===== config.mk =====
export PLATFORM = sky130hd
export DESIGN_NAME = uart_tx_serializer_flat
export DESIGN_NICKNAME = d
export VERILOG_FILES = /design/src/rtl/uart_tx_serializer_if.sv /design/src/rtl/uart_tx_serializer.sv /design/src/flat_wrapper.sv
export SDC_FILE = /design/constraint.sdc
export NUM_CORES = 1
export LEC_CHECK = 0
export ABC_CLOCK_PERIOD_IN_PS = 2000
export BUFFER_PORTS_ARGS = -buffer_cell sky130_fd_sc_hd__buf_4
export CORE_ASPECT_RATIO = 1.75
export CORE_UTILIZATION = 57
export DETAILED_ROUTE_END_ITERATION = 7
export PLACE_DENSITY = 0.83
export SLEW_MARGIN = 5
export SYNTH_ARGS = -nofsm -noshare
export SYNTH_HDL_FRONTEND = slang
export SYNTH_SLANG_ARGS = --single-unit

===== constraint.sdc =====
create_clock -name clk -period 2 [get_ports clk]
set_input_delay 0.3 -clock clk [delete_from_list [all_inputs] [get_ports clk]]
set_output_delay 0.3 -clock clk [all_outputs]
set_load 0.01 [all_outputs]

===== src/rtl/uart_tx_serializer_if.sv =====
// Handshake bundle between the TX FIFO read side and the UART serializer.
// master: the side that feeds bytes in (FIFO / controller / testbench).
// slave:  the serializer itself, which pops bytes and drives the pad.
interface uart_tx_serializer_if #(
  parameter int DATA_WIDTH = 8
);
  logic                  tx_en;
  logic                  fifo_empty;
  logic [DATA_WIDTH-1:0] fifo_data;
  logic                  fifo_pop;
  logic                  txd;
  logic                  busy;
  logic                  frame_done;

  modport master (
    output tx_en,
    output fifo_empty,
    output fifo_data,
    input  fifo_pop,
    input  txd,
    input  busy,
    input  frame_done
  );

  modport slave (
    input  tx_en,
    input  fifo_empty,
    input  fifo_data,
    output fifo_pop,
    output txd,
    output busy,
    output frame_done
  );
endinterface


===== src/rtl/uart_tx_serializer.sv =====
// uart_tx_serializer: read side of the UART TX FIFO. Pops one byte at a time
// from a show-ahead FIFO and sends it as an 8N1 frame (LSB first) on txd.
// Every bit (start, data, parity, stop) lasts exactly CLKS_PER_BIT clocks and
// the FSM always spends at least one clock in IDLE between frames, so the
// back-to-back frame period is (bits_per_frame * CLKS_PER_BIT) + 1 clocks.
//
// Optional feature: define UART_TX_PARITY_EN to insert an even-parity bit
// between the last data bit and the stop bit (11-bit frame). Without the
// macro there is no parity state and no parity logic.
//
// Reset is asynchronous and active low; asserting it forces txd high at once
// and abandons any frame in flight.
module uart_tx_serializer #(
  parameter int CLKS_PER_BIT = 868,
  parameter int DATA_WIDTH   = 8
) (
  input logic                 clk,
  input logic                 rstn,
  uart_tx_serializer_if.slave bus
);

  localparam int CNT_W = (CLKS_PER_BIT > 1) ? $clog2(CLKS_PER_BIT) : 1;
  localparam int IDX_W = (DATA_WIDTH > 1) ? $clog2(DATA_WIDTH) : 1;

  localparam logic [CNT_W-1:0] CNT_LAST = CNT_W'(CLKS_PER_BIT - 1);
  // One clock before the end of a bit; lets frame_done be a registered pulse
  // that still lines up with the final clock of the stop bit.
  localparam logic [CNT_W-1:0] CNT_PRE  = CNT_W'(CLKS_PER_BIT - 2);
  localparam logic [IDX_W-1:0] IDX_LAST = IDX_W'(DATA_WIDTH - 1);

  typedef enum logic [2:0] {
    S_IDLE   = 3'd0,
    S_START  = 3'd1,
    S_DATA   = 3'd2,
`ifdef UART_TX_PARITY_EN
    S_PARITY = 3'd3,
`endif
    S_STOP   = 3'd4
  } state_t;

  state_t                r_state;
  logic [CNT_W-1:0]      r_cnt;
  logic [IDX_W-1:0]      r_idx;
  logic [DATA_WIDTH-1:0] r_shift;
  logic                  r_txd;
  logic                  r_busy;
  logic                  r_frame_done;
`ifdef UART_TX_PARITY_EN
  logic                  r_parity;
`endif

  logic                  w_pop;
  logic                  w_cnt_term;
  logic                  w_last_bit;
  logic [DATA_WIDTH-1:0] w_shift_next;

  // The pop strobe is the only combinational output: it must be in the same
  // cycle as the show-ahead word it consumes. Gated by rstn so the FIFO is
  // never touched while the block is held in reset.
  assign w_pop        = rstn && (r_state == S_IDLE) && bus.tx_en && !bus.fifo_empty;
  assign w_cnt_term   = (r_cnt == CNT_LAST);
  assign w_last_bit   = (r_idx == IDX_LAST);
  assign w_shift_next = r_shift >> 1;

  assign bus.fifo_pop   = w_pop;
  assign bus.txd        = r_txd;
  assign bus.busy       = r_busy;
  assign bus.frame_done = r_frame_done;

  // Frame sequencer: bit timing, shift register and all registered outputs.
  always_ff @(posedge clk or negedge rstn) begin
    if (!rstn) begin
      r_state      <= S_IDLE;
      r_cnt        <= '0;
      r_idx        <= '0;
      r_shift      <= '0;
      r_txd        <= 1'b1;
      r_busy       <= 1'b0;
      r_frame_done <= 1'b0;
`ifdef UART_TX_PARITY_EN
      r_parity     <= 1'b0;
`endif
    end else begin
      r_frame_done <= 1'b0;
      case (r_state)
        S_IDLE: begin
          // The head word is captured only here; later changes on fifo_data
          // cannot disturb the frame.
          if (w_pop) begin
            r_shift <= bus.fifo_data;
            r_cnt   <= '0;
            r_idx   <= '0;
            r_txd   <= 1'b0;
            r_busy  <= 1'b1;
            r_state <= S_START;
`ifdef UART_TX_PARITY_EN
            r_parity <= ^bus.fifo_data;
`endif
          end
        end

        S_START: begin
          if (w_cnt_term) begin
            r_cnt   <= '0;
            r_txd   <= r_shift[0];
            r_state <= S_DATA;
          end else begin
            r_cnt <= r_cnt + CNT_W'(1);
          end
        end

        S_DATA: begin
          if (w_cnt_term) begin
            r_cnt <= '0;
            if (w_last_bit) begin
`ifdef UART_TX_PARITY_EN
              r_txd   <= r_parity;
              r_state <= S_PARITY;
`else
              r_txd   <= 1'b1;
              r_state <= S_STOP;
`endif
            end else begin
              r_idx   <= r_idx + IDX_W'(1);
              r_shift <= w_shift_next;
              r_txd   <= w_shift_next[0];
            end
          end else begin
            r_cnt <= r_cnt + CNT_W'(1);
          end
        end

`ifdef UART_TX_PARITY_EN
        S_PARITY: begin
          if (w_cnt_term) begin
            r_cnt   <= '0;
            r_txd   <= 1'b1;
            r_state <= S_STOP;
          end else begin
            r_cnt <= r_cnt + CNT_W'(1);
          end
        end
`endif

        S_STOP: begin
          if (r_cnt == CNT_PRE) begin
            r_frame_done <= 1'b1;
          end
          if (w_cnt_term) begin
            r_cnt   <= '0;
            r_busy  <= 1'b0;
            r_state <= S_IDLE;
          end else begin
            r_cnt <= r_cnt + CNT_W'(1);
          end
        end

        default: begin
          r_cnt   <= '0;
          r_idx   <= '0;
          r_txd   <= 1'b1;
          r_busy  <= 1'b0;
          r_state <= S_IDLE;
        end
      endcase
    end
  end

  // A pop is only legal when the FIFO has data and no frame is in flight.
  pop_legal_a: assert property (@(posedge clk) disable iff (!rstn)
    bus.fifo_pop |-> (!bus.fifo_empty && !bus.busy));

endmodule


===== src/flat_wrapper.sv =====
// flat-port wrapper written by rule: the top's interface ports become plain ports
module uart_tx_serializer_flat 
#(
  parameter int CLKS_PER_BIT = 868,
  parameter int DATA_WIDTH   = 8
)
  (clk, rstn, bus_tx_en, bus_fifo_empty, bus_fifo_data, bus_fifo_pop, bus_txd, bus_busy, bus_frame_done);
  uart_tx_serializer_if #(.DATA_WIDTH(DATA_WIDTH)) bus_i ();
  input logic clk;
  input logic rstn;
  input wire logic [$bits(bus_i.tx_en)-1:0] bus_tx_en;
  input wire logic [$bits(bus_i.fifo_empty)-1:0] bus_fifo_empty;
  input wire logic [$bits(bus_i.fifo_data)-1:0] bus_fifo_data;
  output wire logic [$bits(bus_i.fifo_pop)-1:0] bus_fifo_pop;
  output wire logic [$bits(bus_i.txd)-1:0] bus_txd;
  output wire logic [$bits(bus_i.busy)-1:0] bus_busy;
  output wire logic [$bits(bus_i.frame_done)-1:0] bus_frame_done;
  assign bus_i.tx_en = bus_tx_en;
  assign bus_i.fifo_empty = bus_fifo_empty;
  assign bus_i.fifo_data = bus_fifo_data;
  assign bus_fifo_pop = bus_i.fifo_pop;
  assign bus_txd = bus_i.txd;
  assign bus_busy = bus_i.busy;
  assign bus_frame_done = bus_i.frame_done;
  uart_tx_serializer #(.CLKS_PER_BIT(CLKS_PER_BIT), .DATA_WIDTH(DATA_WIDTH)) u_core (.clk(clk), .rstn(rstn), .bus(bus_i));
endmodule

==> flow_metrics.tcl <==
set metrics [dict create \
    result_of_the_run "completed" \
    ws_path_type "register to output port" \
    clock_tree.htree_level_count 1 \
    final.setup_skew_ns 0.00621 \
    place_area_sq_um 1650 \
    fillerInstances 186 \
    path_clk_slew_ns 0.09 \
    worst_path_dominant_cell_family "simple AND/OR/NAND/NOR gates" \
    cp_max_fo 9 \
    synth-edff-count 0 \
    slew_violations 0 \
    timing.max_cap.violations 0 \
    initial_core_util 0.607 \
    route.vias.total 1196 \
    worst_slew_pin_slew_ns 0.518 \
    cp.buffers_inverters 2 \
    setup_tns_ns 0 \
    synth.yosys.seq_area_share 0.447 \
    grt.overflow.total 0 \
    wire_per_inst_microns 17.0 \
    yosysUniqueCellTypes 41 \
    synth.avg_cell_area_sq_um 10.4 \
    maxSlewHeadroom 0.652 \
    mapped_area_sq_um 1510 \
    grt_setup_unrepaired "false" \
    io_buffer_count 15 \
    ys_seq_elements 27 \
    drt_drc_violations_left 0 \
    cp_data_required_time_ns 1.70 \
    cp_cell_sequence "nor2_1 > nand3b_1 > inv_1 > buf_4" \
    finalWorstPathRequiredPeriod_ns 1.88 \
    grt_pass1_wl_microns 5190 \
    cts_tree "built" \
    global_placement_routability_congestion 0.920 \
    post-synth-top-count-cell "sky130_fd_sc_hd__dfrtp_1" \
    cts.sink_count 27 \
    cp-start-kind "register" \
    final_hold_viol_count 0 \
    design.die.area_sq_um 2870 \
    p_leak_nw 0.752 \
    setup_viol_count_final 0 \
    fin_util 0.679 \
    clockBufferDepth 2 \
    synthFlopType "sky130_fd_sc_hd__dfrtp_1" \
    dieWidth_microns 40.9 \
    finish.net_count 178 \
    final_layout_size_suffix_gt1_frac 0.280 \
    cts_inserted_buffers 3 \
    crit_path_end_kind "output port" \
    multi_input_area_sq_um 763 \
    drt_pre_antenna_iters 4 \
    flow.area_growth_from_synthesis_pct 11.8 \
    wirelength_microns 3170 \
    cts_resized 0 \
    antenna_found_initial 0 \
    synth_largest_area_cell "sky130_fd_sc_hd__dfrtp_1" \
    antenna_cells 0 \
    netlist_top_cells_area "sky130_fd_sc_hd__dfrtp_1 43%, sky130_fd_sc_hd__mux2_2 11%, sky130_fd_sc_hd__ha_1 3.3%" \
    reg2reg_from "u_core.r_idx[0]" \
    vias_in_the_first_global_route 1195 \
    area_taken_by_flip_flops_and_latches_sq_um 677 \
    cpPeakStageDelay_ns 0.50 \
    cellPowerDensity_nw_per_um2 533 \
    postCtsHoldBufs 0 \
    max_vdd_drop_v 0.000487 \
    floorplan.io_pins 16 \
    arrival_ns 1.58 \
    fmaxAchievable_mhz 533 \
    fp.coreArea_sq_um 2490 \
    grt_max_degree 28 \
    rows 24 \
    async_flop_share 1.00 \
    synth.yosys.warnings 0 \
    routed_via_density 6.40 \
    post_synth_most_frequent_cells "26 x sky130_fd_sc_hd__dfrtp_1, 15 x sky130_fd_sc_hd__mux2_2, 12 x sky130_fd_sc_hd__inv_1" \
    cts_setup_buffers 0 \
    hold_path.class "input pin to asynchronous set/reset pin" \
    clock-root-buffer "sky130_fd_sc_hd__clkbuf_8" \
    crit_path_top_delay_cell "sky130_fd_sc_hd__dfrtp_1" \
    hold_slack_ns 0.0415 \
    yosys.area.top_type_share 0.430 \
    antenna_violating_nets_post_route 0 \
    worstSkewPairLatency_ns 0.27 \
    critical_path.startpoint "u_core.r_state[0]" \
    post_layout_nonfiller_instances 187 \
    post_synth_inst_count 145 \
    grt_util_all_layers 0.255 \
    stdcell_area_sq_um 1690 \
    place_hpwl_microns 2430 \
    drtIter0Drc 50 \
    layout_worst_path_cycle_share 0.939 \
    post-place-cells 183 \
    mappedNetlistNets 161 \
    die_y_microns 70.2 \
]
==> worst reg2reg max path: stages, from the launching register on <==
cell and delay (ns):
sky130_fd_sc_hd__dfrtp_1 0.40, sky130_fd_sc_hd__ha_1 0.20, sky130_fd_sc_hd__ha_1 0.21, sky130_fd_sc_hd__inv_1 0.12, sky130_fd_sc_hd__nand4_2 0.17, sky130_fd_sc_hd__o21ai_4 0.30, sky130_fd_sc_hd__mux2_2 0.37
==> cell families after synthesis <==
| family | after synthesis | synth area share |
|---|---|---|
| simple gates | 40 | 0.157 |
| compound gates | 35 | 0.160 |
| flops | 27 | 0.447 |
| mux | 18 | 0.132 |
| buf+inv | 17 | 0.0480 |
| xor+xnor | 4 | 0.0232 |
| fa+ha+maj | 4 | 0.0331 |
==> cells in the final DEF (no fill, tap or decap), types with 2 or more instances in the layout <==
master                      count
sky130_fd_sc_hd__and2_1         2
sky130_fd_sc_hd__inv_1         12
sky130_fd_sc_hd__mux2_2        15
sky130_fd_sc_hd__a2111oi_1      2
sky130_fd_sc_hd__a31oi_1        4
sky130_fd_sc_hd__nand4_1        2
sky130_fd_sc_hd__and3_1         2
sky130_fd_sc_hd__clkbuf_8       3
sky130_fd_sc_hd__nand2_1        8
sky130_fd_sc_hd__o21ai_0        7
sky130_fd_sc_hd__xnor2_1        4
sky130_fd_sc_hd__buf_4         17
sky130_fd_sc_hd__nand3_1        7
sky130_fd_sc_hd__dfrtp_1       26
sky130_fd_sc_hd__a22o_1         2
sky130_fd_sc_hd__nor2_1         7
sky130_fd_sc_hd__a21oi_1        8
sky130_fd_sc_hd__mux2i_1        3
sky130_fd_sc_hd__nand3b_1       2
sky130_fd_sc_hd__o22ai_1        3
sky130_fd_sc_hd__ha_1           4
==> cell type report <==
| cell class | count | area share |
|---|---|---|
| multi-input combinational | 101 | 0.451 |
| clock buffer | 3 | 0.0244 |
| tap | 26 | 0.0192 |
| inverter | 12 | 0.0266 |
| sequential | 27 | 0.400 |
| timing repair buffer | 17 | 0.0754 |
| clock inverter | 1 | 0.00296 |
==> sequential cells by signal, summed over array words and instances, names as in the netlist <==
signal and count:
u_core.r_idx 3, u_core.r_state 3, u_core.r_cnt 10, u_core.bus.busy 1, u_core.bus.txd 1, u_core.bus.frame_done 1
u_core.r_shift 8
==> metrics by stage <==
step	worst slack (ns)	power [mW]
2_1_floorplan	0.327	0.578
3_3_place_gp	0.199	0.608
3_5_place_dp	0.138	0.610
4_1_cts	0.132	0.911
5_1_grt	0.0237	0.934
6_report	0.123	0.902
==> worst paths after layout <==
kind | end | slack [ns] | depth (start not counted)
max | bus_fifo_pop | 0.12 | 4
min in group clk | u_core.r_shift[7] | 0.25 | 3
max in group asynchronous | u_core.bus.txd | 1.65 | 2
min | u_core.bus.frame_done | 0.04 | 2
min reg2reg | u_core.bus.txd | 0.47 | 2
max reg2reg | u_core.r_shift[0] | 0.13 | 6
==> power breakdown <==
| part | internal (mW) | switching [mW] |
|---|---|---|
| sequential | 0.552 | 0.00319 |
| clock | 0.140 | 0.164 |
| combinational | 0.0251 | 0.0187 |
==> routing by layer <==
metal  vias to the layer above  global-route usage  wire (microns)
li1                        557                   -               -
met1                       586               0.291            1190
met2                        43               0.443            1770
met3                        10              0.0190             105
met4                         0               0.107             103
met5                         -                   0               0
Power figures use the tool's default switching activity.
